==> src/rtl/neuron_cmd_sequencer.sv <==
// neuron_cmd_sequencer: decodes 1-2 byte host commands and sequences the
// neuron core through register writes, register reads and timesteps. It
// returns response bytes through the frontend output handshake.
module neuron_cmd_sequencer #(
  parameter int unsigned ADDR_W       = 6,
  parameter int unsigned STEP_TIMEOUT = 255,
  parameter int unsigned TMO_W        = 8
) (
  input  logic              clk,
  input  logic              rst_n,
  input  logic              ena,
  input  logic              in_fire,
  input  logic [7:0]        in_byte,
  input  logic              out_fire,
  output logic              have_out,
  output logic [7:0]        out_byte,
  output logic              wr_en,
  output logic [ADDR_W-1:0] wr_addr,
  output logic [7:0]        wr_data,
  output logic              rd_en,
  output logic [ADDR_W-1:0] rd_addr,
  input  logic [7:0]        rd_data,
  output logic              step_req,
  input  logic              step_done,
  input  logic [7:0]        core_status,
  output logic              err_overrun,
  output logic              err_timeout
);

  localparam logic [2:0] S_IDLE      = 3'd0;
  localparam logic [2:0] S_WR_DATA   = 3'd1;
  localparam logic [2:0] S_RD_WAIT   = 3'd2;
  localparam logic [2:0] S_RD_DATA   = 3'd3;
  localparam logic [2:0] S_STEP_WAIT = 3'd4;
  localparam logic [2:0] S_OUT_HOLD  = 3'd5;

  localparam logic [1:0] OP_NOP   = 2'b00;
  localparam logic [1:0] OP_WRITE = 2'b01;
  localparam logic [1:0] OP_STEP  = 2'b10;
  localparam logic [1:0] OP_READ  = 2'b11;

  localparam logic [TMO_W-1:0] TMO_LIMIT = TMO_W'(STEP_TIMEOUT);
  localparam logic [7:0]       TMO_BYTE  = 8'hFF;

  logic [2:0]        state_q, state_d;
  logic [TMO_W-1:0]  tmo_q, tmo_d, tmo_inc;

  logic              have_out_d;
  logic [7:0]        out_byte_d;
  logic              wr_en_d;
  logic [ADDR_W-1:0] wr_addr_d;
  logic [7:0]        wr_data_d;
  logic              rd_en_d;
  logic [ADDR_W-1:0] rd_addr_d;
  logic              step_req_d;
  logic              err_overrun_d;
  logic              err_timeout_d;
  logic              busy;

  // Next-state and next-output decode
  always_comb begin
    state_d       = state_q;
    tmo_d         = tmo_q;
    tmo_inc       = tmo_q + TMO_W'(1);
    have_out_d    = have_out;
    out_byte_d    = out_byte;
    wr_en_d       = 1'b0;
    wr_addr_d     = wr_addr;
    wr_data_d     = wr_data;
    rd_en_d       = 1'b0;
    rd_addr_d     = rd_addr;
    step_req_d    = step_req;
    err_overrun_d = err_overrun;
    err_timeout_d = err_timeout;
    busy          = 1'b0;

    case (state_q)
      S_IDLE: begin
        if (in_fire) begin
          case (in_byte[7:6])
            OP_NOP: state_d = S_IDLE;
            OP_WRITE: begin
              wr_addr_d = in_byte[ADDR_W-1:0];
              state_d   = S_WR_DATA;
            end
            OP_STEP: begin
              step_req_d = 1'b1;
              tmo_d      = TMO_W'(0);
              state_d    = S_STEP_WAIT;
            end
            OP_READ: begin
              rd_addr_d = in_byte[ADDR_W-1:0];
              rd_en_d   = 1'b1;
              state_d   = S_RD_WAIT;
            end
            default: state_d = S_IDLE;
          endcase
        end
      end

      S_WR_DATA: begin
        if (in_fire) begin
          wr_data_d = in_byte;
          wr_en_d   = 1'b1;
          state_d   = S_IDLE;
        end
      end

      // A read strobe lost to ena=0 is reissued before advancing
      S_RD_WAIT: begin
        busy = 1'b1;
        if (rd_en) begin
          state_d = S_RD_DATA;
        end else begin
          rd_en_d = 1'b1;
        end
      end

      S_RD_DATA: begin
        busy       = 1'b1;
        out_byte_d = rd_data;
        have_out_d = 1'b1;
        state_d    = S_OUT_HOLD;
      end

      // step_done has priority over a timeout landing on the same cycle
      S_STEP_WAIT: begin
        busy  = 1'b1;
        tmo_d = tmo_inc;
        if (step_done) begin
          step_req_d = 1'b0;
          out_byte_d = core_status;
          have_out_d = 1'b1;
          state_d    = S_OUT_HOLD;
        end else if (tmo_inc == TMO_LIMIT) begin
          step_req_d    = 1'b0;
          err_timeout_d = 1'b1;
          out_byte_d    = TMO_BYTE;
          have_out_d    = 1'b1;
          state_d       = S_OUT_HOLD;
        end
      end

      S_OUT_HOLD: begin
        busy = 1'b1;
        if (out_fire && have_out) begin
          have_out_d = 1'b0;
          state_d    = S_IDLE;
        end
      end

      default: state_d = S_IDLE;
    endcase

    if (busy && in_fire) begin
      err_overrun_d = 1'b1;
    end
  end

  // State, counter and output registers; frozen (strobes cleared) when ena=0
  always_ff @(posedge clk) begin
    if (!rst_n) begin
      state_q     <= S_IDLE;
      tmo_q       <= TMO_W'(0);
      have_out    <= 1'b0;
      out_byte    <= 8'h00;
      wr_en       <= 1'b0;
      wr_addr     <= ADDR_W'(0);
      wr_data     <= 8'h00;
      rd_en       <= 1'b0;
      rd_addr     <= ADDR_W'(0);
      step_req    <= 1'b0;
      err_overrun <= 1'b0;
      err_timeout <= 1'b0;
    end else if (ena) begin
      state_q     <= state_d;
      tmo_q       <= tmo_d;
      have_out    <= have_out_d;
      out_byte    <= out_byte_d;
      wr_en       <= wr_en_d;
      wr_addr     <= wr_addr_d;
      wr_data     <= wr_data_d;
      rd_en       <= rd_en_d;
      rd_addr     <= rd_addr_d;
      step_req    <= step_req_d;
      err_overrun <= err_overrun_d;
      err_timeout <= err_timeout_d;
    end else begin
      wr_en <= 1'b0;
      rd_en <= 1'b0;
    end
  end

endmodule

==> config.mk <==
export PLATFORM = sky130hd
export DESIGN_NAME = neuron_cmd_sequencer
export DESIGN_NICKNAME = d
export VERILOG_FILES = /design/src/rtl/neuron_cmd_sequencer.sv
export SDC_FILE = /design/constraint.sdc
export NUM_CORES = 1
export LEC_CHECK = 0
export ABC_AREA = 0
export CAP_MARGIN = 20
export CORE_ASPECT_RATIO = 0.8
export CORE_UTILIZATION = 43
export CTS_CLUSTER_DIAMETER = 120
export DETAILED_ROUTE_END_ITERATION = 8
export HOLD_SLACK_MARGIN = 0.02
export PLACE_DENSITY = 0.75
export SLEW_MARGIN = 5
export SYNTH_ARGS = -nofsm -noshare
export SYNTH_HDL_FRONTEND = slang
export SYNTH_SLANG_ARGS = --single-unit
==> constraint.sdc <==
create_clock -name clk -period 1.45 [get_ports clk]
set_input_delay 0.145 -clock clk [delete_from_list [all_inputs] [get_ports clk]]
set_output_delay 0.145 -clock clk [all_outputs]
set_load 0.05 [all_outputs]
==> run_results.csv <==
group,metric,value,unit
sta,setup_tns,-3180,ps
sta,timing.fmax,570,MHz
clocking,insertion_delay,310,ps
outcome,status,"complete, but fails checks",
global_route,overflow,0,
clocking,numCtsBuffers,5,
setup_path,crit_family,"simple AND/OR/NAND/NOR gates",
drt,vias,2764,
hold_path,hold_path_depth,3,
setup_path,cp-end-kind,"flip-flop",
outcome,violations,"setup timing",
sta,setup_viol,29,
logic_synthesis,synth_area,0.00249,mm^2
logic_synthesis,yosysMostFrequentCell,"dfxtp_1",
pwr,p_per_area,668,mW/mm^2
floorplan,core-area,0.00553,mm^2
logic_synthesis,synth_cells,304,
logic_synthesis,synth.distinct_cells,50,
final_layout,multi_input_area,0.00170,mm^2
sta,hold_viol,0,
global_route,grt_pass1_wl,11600,um
floorplan,ioPinCount,64,
sta,period_minus_slack,1760,ps
pwr,peakVddDrop,793,uV
final_layout,seq_area,913,um^2
sta,skew,6.28,ps
global_route,grt_pass1_vias,2398,
global_route,track_usage,0.243,
flow_run,drv_cap,0,
floorplan,die_h,70.1,um
logic_synthesis,synth_commonest_cells,"dfxtp_1 (45), nor2_1 (42), o21ai_0 (24)",
sta,hold_ws,497,ps
clocking,clkTransAtPathRegs,90,ps
floorplan,die_x,87.1,um
final_layout,n_fill_cell,434,
drt,wirelength,7770,um
global_route,grt_max_degree,30,
floorplan,die-area,0.00610,mm^2
pwr,leakagePower,0.00157,uW
setup_path,worstSetupPathDepth,6,
setup_path,cp.required,1700,ps
clocking,cts-root-buf,"clkbuf_8",
sta,relSlewSlack,0.761,
placement,preCtsSetupSlack,-256,ps
drt,drc,0,
logic_synthesis,synth_top_area_share,0.362,
clocking,cts_tree,"done",
logic_synthesis,yosys.area.top_type,"dfxtp_1",
setup_path,cp_max_fo,8,
logic_synthesis,syn-num-nets,336,
global_route,met3_usage,0.0426,
sta,fin_ws,-305,ps
sta,grt_setup_unrepaired,"yes",
global_route,gr-usage-met2,0.384,
hold_path,hold_class,"primary input to flip-flop",
placement,dp_hpwl,5000,um
final_layout,n_antenna_cell,0,
global_route,grt_util_met1,0.343,
sta,tightestPinTransition,359,ps
setup_path,critPathLaunchType,"flip-flop",
placement,gp_congestion,0.834,
placement,numPortBuffers,63,
logic_synthesis,synthTopCellsByArea,"dfxtp_1 (36%), mux2i_1 (9.2%), nor2_1 (6.3%)",
logic_synthesis,async_flop_share,0,
drt,antenna_left,0,
final_layout,final_core_util,0.702,
drt,wire_per_inst,16.0,um
sta,post-route-period-util,1.21,
logic_synthesis,synth_seq_cells,45,
setup_path,cp_num_buf_inv,1,
setup_path,r2r_cells,6,
final_layout,final_net_count,440,
setup_path,worst_path_largest_cell_delay,490,ps
floorplan,core.rowCount,24,
drt,dr.pass1.iters,5,
logic_synthesis,ys_seq_area_frac,0.362,
pwr,power,2590,uW
setup_path,path_cells,"or3b_4, nor3_4, buf_4, nand2_1, a21oi_2, a211o_1",
setup_path,arrival,2010,ps
logic_synthesis,avgSynthCellArea,8.19,um^2
global_route,antenna_found_initial,0,
setup_path,critPathKind,"flip-flop to flip-flop",
clocking,h-tree-depth,2,
setup_path,cp_slowest_cell,"or3b_4",
logic_synthesis,yosys_warnings,0,
logic_synthesis,synth_edf_count,0,
drt,drtIter0Drc,237,
clocking,clockBufferDepth,2,
clocking,cts.sinks,45,
final_layout,syn_to_final_growth,55.7,%
drt,vias_per_cell,5.68,
floorplan,start_util,0.451,
final_layout,drive_gt1_frac,0.389,
sta,drv_slew,0,
logic_synthesis,synth_ff_type,"dfxtp_1",
global_route,top_usage_layer,"met2",
cells in the final DEF (no fill, tap or decap), types with 3 or more instances in the layout:
master / synthesis / layout
a21oi_2: 1 / 9
clkdlybuf4s50_1: 0 / 29
nand2_1: 17 / 16
clkinvlp_4: 0 / 3
nand4b_1: 4 / 4
a31oi_1: 12 / 12
dfxtp_1: 45 / 39
buf_6: 1 / 11
nand3_2: 0 / 3
dfxtp_2: 0 / 4
nand3_1: 15 / 11
o21ai_0: 24 / 21
a21oi_1: 19 / 10
buf_12: 0 / 3
nor2_1: 42 / 39
a211o_1: 7 / 7
nor3_1: 7 / 6
nor2b_1: 7 / 7
clkbuf_8: 0 / 5
mux2i_1: 23 / 23
inv_1: 5 / 3
buf_4: 3 / 76
nor3b_2: 1 / 8
a211oi_2: 1 / 3
worst register-to-register path: cells and delay by family (launching register included):
family	cells	cell delay, ps
AOI/OAI and AO/OA	2	250
and+or+nand+nor	3	910
DFF	1	370
buffers and inverters	1	180
cells by family after synthesis:
logic type / Yosys count / share of synthesized area
AO/OA/AOI/OAI: 82 / 0.218
XOR/XNOR: 1 / 0.00352
adder cells (fa/ha/maj): 2 / 0.0100
buffers and inverters: 30 / 0.0563
flip-flops: 45 / 0.362
multiplexers: 23 / 0.0925
AND/OR/NAND/NOR: 121 / 0.258
power by group:
part | total (uW) | switching (uW) | internal [uW] | leakage [uW]
sequential | 1270 | 17.0 | 1250 | 0.000367
combinational | 509 | 265 | 244 | 0.00117
clock | 809 | 470 | 339 | 0.0000364
worst paths after layout:
check	startpoint	end	slack (ps)
worst max-delay path	state_q[0]	out_byte[6]	-310
worst min-delay path	in_byte[3]	rd_addr[3]	500
worst min register to register	err_timeout	err_timeout	500
worst max register to register	state_q[0]	out_byte[6]	-310
final cells by class:
cell class / instances / area share
Inverter: 5 / 0.00484
Clock buffer: 5 / 0.0177
Multi-Input combinational cell: 231 / 0.438
Timing Repair Buffer: 120 / 0.273
Clock inverter: 3 / 0.00581
Tap cell: 78 / 0.0252
Sequential cell: 45 / 0.236
layer usage:
metal | wire (um) | share of wire | vias to the layer above
met1 | 3530 | 0.45 | 1309
met4 | 166 | 0.021 | 0
li1 | - | - | 1317
met5 | 0 | 0 | -
met2 | 3600 | 0.46 | 116
met3 | 481 | 0.062 | 22
registers in the layout, summed over array words and instances (netlist names):
signal / flops
have_out: 1
state_q: 3
wr_en: 1
rd_addr: 6
err_timeout: 1
wr_data: 8
err_overrun: 1
tmo_q: 8
out_byte: 8
wr_addr: 6
step_req: 1
rd_en: 1
what timing repair did:
| item | CTS | global route |
|---|---|---|
| buffers inserted | 8 | 9 |
| cloned | 1 | 2 |
| setup endpoints to repair | 38 | 41 |
| hold buffers | 0 | 0 |
| pin swaps | 11 | 26 |
| gates resized for setup | 29 | 28 |
metrics by stage:
stage                     cells  area, um^2
after floorplan             304        2580
after global placement      461        3440
after detailed placement    461        3440
after CTS                   478        3710
after global routing        487        3880
final                       487        3880
(Power assumes the default switching activity.)
